===== src/rtl/key_pkg.sv =====
// Shared key codes, debounce state type and button encoder for the arrow-key front-end.
package key_pkg;

  localparam logic [3:0] KEY_NONE    = 4'h0;
  localparam logic [3:0] KEY_UP      = 4'h1;
  localparam logic [3:0] KEY_DOWN    = 4'h2;
  localparam logic [3:0] KEY_LEFT    = 4'h3;
  localparam logic [3:0] KEY_RIGHT   = 4'h4;
  localparam logic [3:0] KEY_START   = 4'h5;
  localparam logic [3:0] KEY_CHORD   = 4'hE;
  localparam logic [3:0] KEY_SEQ_END = 4'hF;

  typedef enum logic [1:0] {
    ST_IDLE,
    ST_QUAL_PRESS,
    ST_HELD,
    ST_QUAL_RELEASE
  } deb_state_t;

  // One-hot button vector to key code; any multi-bit pattern is a chord.
  // KEY_SEQ_END is reserved for the key-match FSM and never produced here.
  function automatic logic [3:0] encode_keys(input logic [4:0] b);
    case (b)
      5'b00000: encode_keys = KEY_NONE;
      5'b00001: encode_keys = KEY_UP;
      5'b00010: encode_keys = KEY_DOWN;
      5'b00100: encode_keys = KEY_LEFT;
      5'b01000: encode_keys = KEY_RIGHT;
      5'b10000: encode_keys = KEY_START;
      default:  encode_keys = KEY_CHORD;
    endcase
  endfunction

endpackage


===== src/rtl/sync_2ff.sv =====
// One-bit two-flop synchroniser; resets to 0 (released).
module sync_2ff (
  input  logic clk,
  input  logic reset,
  input  logic d,
  output logic q
);

  logic meta;

  // Two-stage capture of the asynchronous input.
  always_ff @(posedge clk or posedge reset) begin
    if (reset) begin
      meta <= 1'b0;
      q    <= 1'b0;
    end else begin
      meta <= d;
      q    <= meta;
    end
  end

endmodule


===== src/rtl/key_input_debounce.sv =====
// Synchronise, encode and debounce five push buttons into a 4-bit key code.
// Build option KEY_BTN_ACTIVE_LOW_EN: buttons are pulled up (0 = pressed).
module key_input_debounce
  import key_pkg::*;
#(
  parameter int unsigned DEBOUNCE_CYCLES = 400000,
  parameter int unsigned CNT_W           = 19
) (
  input  logic       clk,
  input  logic       reset,
  input  logic [4:0] btn,
  output logic [3:0] key_pressed,
  output logic       key_pulse,
  output logic       key_busy
);

  localparam logic [CNT_W-1:0] CNT_LAST = CNT_W'(DEBOUNCE_CYCLES - 1);

  logic [4:0]       btn_in;
  logic [4:0]       s_btn;
  logic [3:0]       raw_code;
  logic [3:0]       cand;
  logic [CNT_W-1:0] cnt;
  deb_state_t       state;

`ifdef KEY_BTN_ACTIVE_LOW_EN
  assign btn_in = ~btn;
`else
  assign btn_in = btn;
`endif

  // Per-bit synchronisers into the clk domain.
  for (genvar i = 0; i < 5; i++) begin : g_sync
    sync_2ff u_sync (
      .clk   (clk),
      .reset (reset),
      .d     (btn_in[i]),
      .q     (s_btn[i])
    );
  end

  assign raw_code = encode_keys(s_btn);

  // Debounce FSM: a code must hold DEBOUNCE_CYCLES to press, its absence the same to release.
  always_ff @(posedge clk or posedge reset) begin
    if (reset) begin
      state       <= ST_IDLE;
      cand        <= KEY_NONE;
      cnt         <= '0;
      key_pressed <= KEY_NONE;
      key_pulse   <= 1'b0;
    end else begin
      key_pulse <= 1'b0;
      case (state)
        ST_IDLE: begin
          key_pressed <= KEY_NONE;
          if (raw_code != KEY_NONE) begin
            state <= ST_QUAL_PRESS;
            cand  <= raw_code;
            cnt   <= '0;
          end
        end
        ST_QUAL_PRESS: begin
          key_pressed <= KEY_NONE;
          if (raw_code == KEY_NONE) begin
            state <= ST_IDLE;
          end else if (raw_code != cand) begin
            cand <= raw_code;
            cnt  <= '0;
          end else if (cnt == CNT_LAST) begin
            state       <= ST_HELD;
            key_pressed <= cand;
            key_pulse   <= 1'b1;
          end else begin
            cnt <= cnt + CNT_W'(1);
          end
        end
        ST_HELD: begin
          key_pressed <= cand;
          if (raw_code != cand) begin
            state <= ST_QUAL_RELEASE;
            cnt   <= '0;
          end
        end
        ST_QUAL_RELEASE: begin
          // Any code other than cand counts toward release, forcing a 0 gap between keys.
          if (raw_code == cand) begin
            state <= ST_HELD;
          end else if (cnt == CNT_LAST) begin
            state       <= ST_IDLE;
            key_pressed <= KEY_NONE;
          end else begin
            cnt <= cnt + CNT_W'(1);
          end
        end
        default: begin
          state       <= ST_IDLE;
          key_pressed <= KEY_NONE;
        end
      endcase
    end
  end

  assign key_busy = (state == ST_QUAL_PRESS) || (state == ST_QUAL_RELEASE);

endmodule


===== config.mk =====
export PLATFORM = sky130hd
export DESIGN_NAME = key_input_debounce
export DESIGN_NICKNAME = d
export VERILOG_FILES = /design/src/rtl/key_pkg.sv /design/src/rtl/sync_2ff.sv /design/src/rtl/key_input_debounce.sv
export SDC_FILE = /design/constraint.sdc
export NUM_CORES = 1
export LEC_CHECK = 0
export ABC_AREA = 1
export CORE_MARGIN = 10
export CORE_UTILIZATION = 32
export DETAILED_ROUTE_END_ITERATION = 10
export GPL_TIMING_DRIVEN = 0
export PLACE_DENSITY_LB_ADDON = 0.1
export SETUP_SLACK_MARGIN = 0.15
export SLEW_MARGIN = 20
export SYNTH_ARGS = -nofsm -noshare
export SYNTH_HDL_FRONTEND = slang
export SYNTH_HIERARCHICAL = 1
export SYNTH_SLANG_ARGS = --single-unit

===== constraint.sdc =====
create_clock -name clk -period 4.7 [get_ports clk]
set_input_delay 0.94 -clock clk [delete_from_list [all_inputs] [get_ports clk]]
set_output_delay 0.94 -clock clk [all_outputs]
set_load 0.01 [all_outputs]

After elaboration in Yosys (flattened, before gate mapping):

Cells that the tools add are included.

* register bits: 40
* input port bits: 7
* output and inout bits: 6
* word-level logic and storage cells: 76

* add/subtract/negate cells: 1
* equality and inequality tests: 20
* muxes and demuxes: 30
* reduce and logical (&&, ||, !) cells: 10

Operators by type and width (number)
* 2-to-1 mux 19 bit: 6
* one-hot mux 19 bit (4 select lines): 1
* 2-to-1 mux 4 bit: 8
* one-hot mux 4 bit (6 select lines): 1
* adder 19 x 1 -> 19 bit (second input constant): 1
* == test 19 bit (second input constant): 1
* one-hot mux 4 bit (4 select lines): 1
* 2-to-1 mux 2 bit: 7
* != test 2 bit (second input constant): 6
* != test 3 bit (second input constant): 3
* one-hot mux 2 bit (4 select lines): 1
* one-hot mux 4 bit (2 select lines): 1
* AND reduction 4 bit: 2
* == test 5 x 1 -> 1 bit (second input constant): 1
* == test 5 x 2 -> 1 bit (second input constant): 1
* == test 5 x 3 -> 1 bit (second input constant): 1
* == test 5 x 4 -> 1 bit (second input constant): 1
* == test 5 bit (second input constant): 1
* logical NOT 5 bit: 1
* AND reduction 5 bit: 1
* == test 2 bit (second input constant): 2
* == test 4 bit: 1
* logical NOT 4 bit: 1
* 2-to-1 mux 1 bit: 4
* 7 further kinds: 7

Longest topological paths before layout:

Gate-level depths: netlist of the first run.

* depth in word-level cells: 6
* gate-level depth with buffers: 16
* gate-level depth less buffers: 16

By module:

The synthesis of the first run kept the hierarchy.

By module, submodules not included
* key_input_debounce: times used 1, cells an instance 387, area an instance 2457.4 sq um, seq. area each 750.7 sq um
* sync_2ff: times used 5, cells an instance 3, area an instance 53.8 sq um, seq. area each 50.0 sq um

Worst setup path before layout of the first run:

No wires, ideal clock.

* path type: reg-to-output
* start point: register state[0]
* end point: output port key_busy
* arrival: 1.183 ns
* data required time: 3.760 ns
* setup slack: 2.577 ns
* cell stages (with the launch flop): 6
* path buffers: 2
* cells stage by stage: dfrtp_1 > ha_1 > clkbuf_1 > inv_1 > clkbuf_1 > nand2_1

* word-level cells in the longest chain between the ends: 2
* elaborated cells between the ends (all ways): 3
* classes of those cells: 2 x eq/ne; 1 x reduce/logical

Ends and longest elaborated chain
* from (decl): RTL line key_input_debounce.sv:24 `deb_state_t state;`
* from (signal assigned): RTL line key_input_debounce.sv:47 `state <= ST_IDLE;`
* from (signal assigned): RTL line key_input_debounce.sv:58 `state <= ST_QUAL_PRESS;`
* from (signal assigned): RTL line key_input_debounce.sv:66 `state <= ST_IDLE;`
* == test 2 x 1 -> 1 bit / == test 2 bit (equally long branches): RTL line key_input_debounce.sv:104 `assign key_busy = (state == ST_QUAL_PRESS) || (state == ST_QUAL_RELEASE);`
* logical OR 1 bit *: RTL line key_input_debounce.sv:104
* to (decl): RTL line key_input_debounce.sv:14 `output logic key_busy`

Every way passes the cells marked *; elsewhere a longest branch is shown, timed or not.

Final worst setup path of the first run:

Ends and elaborated chain as after synthesis.

==> results of run 1 <==
cells by family after synthesis:
logic type | count (synthesis) | synth area share (%)
buffers and inverters | 57 | 8.719
adders and majority gates | 5 | 2.295
xor gates and xnor gates | 13 | 4.176
DFF | 40 | 36.71
and+or+nand+nor | 258 | 42.18
AOI/OAI and AO/OA | 29 | 5.920
Yosys cell counts:
cell	instances	area, sq um
and2_1	1	6.260
nand2_2	1	6.260
xor2_1	10	87.58
nand3_4	1	17.52
nand3b_1	1	7.510
ha_1	5	62.56
nor3_1	8	40.04
o21bai_4	1	18.77
inv_2	4	15.01
inv_1	41	153.9
nand4_1	12	75.07
nor2_1	45	168.9
nor3_2	1	10.01
buf_2	1	5.000
buf_6	2	22.52
nand2_4	1	11.26
nand3_2	2	20.02
nand3_1	29	145.1
a21oi_1	5	25.02
o21ai_0	22	110.1
buf_4	2	15.01
nor4_1	3	18.77
o21bai_1	1	7.510
dfrtp_1	40	1001
nand4_2	1	12.51
clkbuf_1	6	22.52
nor2_4	4	45.04
nand2_1	144	540.5
buf_1	1	3.750
nor2_2	4	25.02
xnor2_1	3	26.28
registers in the layout, indices dropped and copies added (netlist names):
signal / cells
cnt: 19
g_sync.u_sync/q: 5
key_pulse: 1
g_sync.u_sync/meta: 5
state: 2
key_pressed: 4
cand: 4
final timing paths:
kind	start	endpoint	slack, ns	cells after the start
max	state[0]	key_busy	1.47	6
min reg2reg	g_sync[1].u_sync/meta	g_sync[1].u_sync/q	0.35	0
min in group asynchronous	reset	g_sync[4].u_sync/q	0.94	2
max in group asynchronous	reset	cnt[16]	3.01	2
max reg2reg	cnt[0]	cnt[4]	2.30	12
min	g_sync[1].u_sync/meta	g_sync[1].u_sync/q	0.35	0
critical path, cell delays in order, from the launching register on:
cell,delay (ns)
dfrtp_1,0.42
ha_1,0.21
clkbuf_1,0.22
inv_1,0.12
clkbuf_1,0.39
nand2_1,0.11
clkdlybuf4s50_1,0.51
per-layer routing:
layer | vias to the layer above | routed length (microns)
met4 | 0 | 89
met1 | 1091 | 3190
met3 | 9 | 238
li1 | 1299 | -
met5 | - | 0
met2 | 26 | 3096
cell usage in the layout, fill, tap and decap left out, drive strengths merged:
master / Yosys / routed
ha: 5 / 5
nand4: 13 / 13
nor2: 53 / 53
buf: 6 / 6
xnor2: 3 / 3
a21oi: 5 / 5
nor4: 3 / 3
and2: 1 / 1
nand3b: 1 / 1
nand3: 32 / 32
xor2: 10 / 10
o21bai: 2 / 2
clkdlybuf4s50: 0 / 12
clkbuf: 6 / 11
dfrtp: 40 / 40
clkinvlp: 0 / 1
o21ai: 22 / 22
nand2: 146 / 146
bufinv: 0 / 1
inv: 45 / 46
nor3: 9 / 9
final cells by class:
cell class | instances | area [sq um]
clock inverters | 3 | 46.29
clock buffers | 5 | 68.82
flip-flops and latches | 40 | 1001
fillers | 895 | 5165
well taps | 105 | 131.4
repair buffers | 12 | 120.1
inverters | 45 | 168.9
plain buffers | 12 | 68.82
multi-input cells | 305 | 1488
stage by stage:
step	std cells	hold slack, ns	area [sq um]
2_1_floorplan	402	0.3312	2726
3_3_place_gp	519	0.3328	2978
3_5_place_dp	519	0.3347	2978
4_1_cts	527	0.3568	3093
5_1_grt	527	0.3676	3093
6_report	527	0.3546	3093
power groups by stage:
stage / combinational, mW / clock (mW) / sequential [mW]
after detailed placement: 0.476 / 0 / 0.436
after global placement: 0.474 / 0 / 0.436
after global routing: 0.544 / 0.325 / 0.436
after floorplan: 0.344 / 0 / 0.427
final: 0.469 / 0.304 / 0.429
after CTS: 0.479 / 0.316 / 0.430
==> results.sh, run 1 <==
export IMPL_status="complete, no violations"
export IMPL_wl_per_cell_microns=12.55
export IMPL_syn_cell_area_sq_mm=0.002726
export IMPL_num_rows=33
export IMPL_power_frac_comb_pct=39.0
export IMPL_dieArea_sq_mm=0.01261
export IMPL_worstSetupStartpointType="register"
export IMPL_sw_frac_of_total_pct=41.66
export IMPL_cts_root_buffer="clkbuf_8"
export IMPL_overflow=0
export IMPL_track_usage_pct=10.76
export IMPL_core_area_sq_mm=0.008258
export IMPL_portBuffers=12
export IMPL_p_int_mw=0.7013
export IMPL_grt_pass1_wl_mm=11.48
export IMPL_use_met3_pct=2.183
export IMPL_leakage_nw=1.464
export IMPL_crit_fanout=10
export IMPL_hpwl_mm=4.945
export IMPL_initial_core_util_pct=33.02
export IMPL_worstHoldPathType="register to register"
export IMPL_worst_setup_path_type="register to primary output"
export IMPL_drive_gt1_share_pct=8.057
export IMPL_fin_nets=433
export IMPL_setup_ws_ns=1.467
export IMPL_tightest_slew_ns=0.7152
export IMPL_synth_fp_nets=414
export IMPL_cts_resized=0
export IMPL_fin_util_pct=37.45
export IMPL_cts_buffer_depth=2
export IMPL_clock_sinks=40
export IMPL_tritoncts="done"
export IMPL_clk_pin_slew_ns=0.09
export IMPL_p_seq_share_pct=35.7
export IMPL_fp_dieW_microns=112.3
export IMPL_p_total_mw=1.202
export IMPL_arrival_ns=2.29
export IMPL_finalCritPeriodShare_pct=68.78
export IMPL_antenna_found_initial=0
export IMPL_hold_viol_final=0
export IMPL_endpoint_kind="primary output"
export IMPL_cts_max_level=2
export IMPL_finalSetupViolCount=0
export IMPL_insertion_delay_ns=0.31
export IMPL_area_growth_pct=13.45
export IMPL_setup_tns_ns=0
export IMPL_postCtsSetupBuffers=0
export IMPL_drt_wl_total_mm=6.614
export IMPL_post_route_min_period_ns=3.233
export IMPL_power_density_mw_per_mm2=388.7
export IMPL_diodes=0
export IMPL_avgSynthCellArea_sq_um=6.782
export IMPL_synth_warnings=6
export IMPL_synth_cell_types=31
export IMPL_grt_busiest_layer="met2"
export IMPL_drtIter0Drc=56
export IMPL_yosysSeqAreaShare_pct=36.71
export IMPL_grt_setup_unrepaired="false"
export IMPL_ir_worst_vdd_v=0.0001974
export IMPL_grt_max_degree=31
export IMPL_gp_congestion=0.8824
export IMPL_clkPwrFrac_pct=25.3
export IMPL_drc=0
export IMPL_grt_pass1_vias=2447
export IMPL_slew_headroom_pct=52.25
export IMPL_io_pins=13
export IMPL_synth_seq_cells=40
export IMPL_slew_violations=0
export IMPL_cp_required_ns=3.76
export IMPL_ant_nets=0
export IMPL_max_freq_mhz=309.4
export IMPL_vias=2425
export IMPL_met1_usage_pct=13.44
export IMPL_switchingPower_mw=0.5008
export IMPL_netlist_instances=402
export IMPL_routed_via_density=4.602
export IMPL_cap_violations=0
export IMPL_ctsHoldBuffers=0
export IMPL_place_ws_ns=1.783
export IMPL_met2_usage_pct=18.23
export IMPL_die_h_microns=112.3
export IMPL_drtPass1Iterations=4
export IMPL_cts_buffers=5
export IMPL_skew_ns=0.007093
Note: power is estimated with default switching activity, not from simulation.
==> run 2: changes to the inputs <==
==> constraint.sdc (replaced) <==
create_clock -name clk -period 3.2 [get_ports clk]
set_input_delay 0.64 -clock clk [delete_from_list [all_inputs] [get_ports clk]]
set_output_delay 0.64 -clock clk [all_outputs]
set_load 0.01 [all_outputs]
==> results.sh, run 2 (synthesis results as in run 1) <==
export IMPL_startpoint="state[0]"
export IMPL_setup_tns_ns=0
export IMPL_tightest_slew_ns=0.7153
export IMPL_grt_pass1_vias=2447
export IMPL_postCtsSetupBuffers=0
export IMPL_hpwl_mm=4.945
export IMPL_reg2reg_setup_slack_ns=0.79
export IMPL_routed_via_density=4.605
export IMPL_drive_gt1_share_pct=8.294
export IMPL_max_freq_mhz=351.8
export IMPL_post_route_min_period_ns=2.843
export IMPL_wl_per_cell_microns=12.59
export IMPL_portBuffers=12
export IMPL_vias=2427
export IMPL_grt_max_degree=31
export IMPL_core_area_sq_mm=0.008258
export IMPL_rr_worst_depth=12
export IMPL_final_cell_mix="144 x nand2_1, 45 x nor2_1, 40 x inv_1, 40 x dfrtp_1, 29 x nand3_1"
export IMPL_top_register="cnt"
export IMPL_reg2reg_from="cnt[0]"
export IMPL_worst_setup_path_type="register to primary output"
export IMPL_reg_largest_list="cnt (19), g_sync.u_sync/meta (5), g_sync.u_sync/q (5)"
export IMPL_fin_util_pct=37.47
export IMPL_area_growth_pct=13.49
export IMPL_insertion_delay_ns=0.31
export IMPL_cp_required_ns=2.56
export IMPL_clock_sinks=40
export IMPL_largest_reg_flops=19
export IMPL_slew_violations=0
export IMPL_slew_headroom_pct=52.24
export IMPL_cts_buffers=5
export IMPL_drtPass1Iterations=4
export IMPL_tritoncts="done"
export IMPL_die_h_microns=112.3
export IMPL_power_density_mw_per_mm2=571.1
export IMPL_worstHoldPathType="register to register"
export IMPL_dieArea_sq_mm=0.01261
export IMPL_status="complete, no violations"
export IMPL_crit_fanout=10
export IMPL_grt_pass1_wl_mm=11.48
export IMPL_ant_nets=0
export IMPL_hold_viol_final=0
export IMPL_layout_commonest_cell="nand2_1"
export IMPL_drtIter0Drc=55
export IMPL_r2r_end="cnt[4]"
export IMPL_leakage_nw=1.467
export IMPL_drt_wl_total_mm=6.636
export IMPL_worstSetupStartpointType="register"
export IMPL_io_pins=13
export IMPL_endpoint="key_busy"
export IMPL_antenna_found_initial=0
export IMPL_cts_max_level=2
export IMPL_finalSetupViolCount=0
export IMPL_endpoint_kind="primary output"
export IMPL_ir_worst_vdd_v=0.0002899
export IMPL_initial_core_util_pct=33.02
export IMPL_grt_setup_unrepaired="false"
export IMPL_ctsHoldBuffers=0
export IMPL_skew_ns=0.007303
export IMPL_fin_nets=433
export IMPL_finalCritPeriodShare_pct=88.83
export IMPL_cts_buffer_depth=2
export IMPL_cts_root_buffer="clkbuf_8"
export IMPL_arrival_ns=2.20
export IMPL_track_usage_pct=10.76
export IMPL_fp_dieW_microns=112.3
export IMPL_diodes=0
export IMPL_num_rows=33
export IMPL_clk_pin_slew_ns=0.09
export IMPL_cap_violations=0
export IMPL_drc=0
export IMPL_overflow=0
export IMPL_gp_congestion=0.8824
[run 2: how the worst min path moves through the flow]
stage,cells after the start,startpoint,to
after floorplan,0,g_sync[0].u_sync/meta,g_sync[0].u_sync/q
after global placement,0,g_sync[0].u_sync/meta,g_sync[0].u_sync/q
after detailed placement,0,g_sync[1].u_sync/meta,g_sync[1].u_sync/q
after CTS,0,g_sync[1].u_sync/meta,g_sync[1].u_sync/q
after global routing,0,g_sync[3].u_sync/meta,g_sync[3].u_sync/q
final,0,g_sync[1].u_sync/meta,g_sync[1].u_sync/q
[run 2: per-layer routing]
| metal | up-vias | global-route usage, % | part of all wire (%) | wire length (microns) |
|---|---|---|---|---|
| met5 | - | 0 | 0 | 0 |
| met4 | 0 | 3.130 | 1.3 | 89 |
| met3 | 9 | 2.183 | 3.2 | 213 |
| met2 | 24 | 18.23 | 47 | 3117 |
| met1 | 1095 | 13.44 | 48 | 3215 |
| li1 | 1299 | - | - | - |
[run 2: worst max-delay path, stage by stage, from the launching register on]
cell             delay (ns)
dfrtp_1                0.40
ha_1                   0.16
clkbuf_1               0.35
inv_1                  0.10
clkbuf_2               0.22
nand2_1                0.11
clkdlybuf4s50_1        0.54
[run 2: stage by stage]
step	worst slack (ns)	power, mW	hold WS [ns]	area (sq um)	cells
after floorplan	1.300	1.133	0.3312	2726	402
after global placement	0.5389	1.337	0.3328	2978	519
after detailed placement	0.5831	1.340	0.3347	2978	519
after CTS	0.2032	1.799	0.3568	3093	527
after global routing	0.2257	1.917	0.3676	3094	527
final	0.3574	1.767	0.3546	3094	527
[run 2: area by class of cell]
cell class	count	area [sq um]
fillers	894	5164
well taps	105	131.4
multi-input cells	305	1488
clock buffers	5	68.82
inverters	45	168.9
flip-flops and latches	40	1001
clock inverters	3	46.29
repair buffers	12	120.1
plain buffers	12	70.07
[run 2: repair_timing]
item                       4_1_cts  5_1_grt
setup endpoints to repair        0        1
resized for setup                0        2
hold endpoints to repair         0        0
[run 2: power by group]
part,internal [mW],switching (mW),total [mW]
registers,0.565,0.0648,0.630
clock network,0.235,0.211,0.446
logic,0.230,0.460,0.691
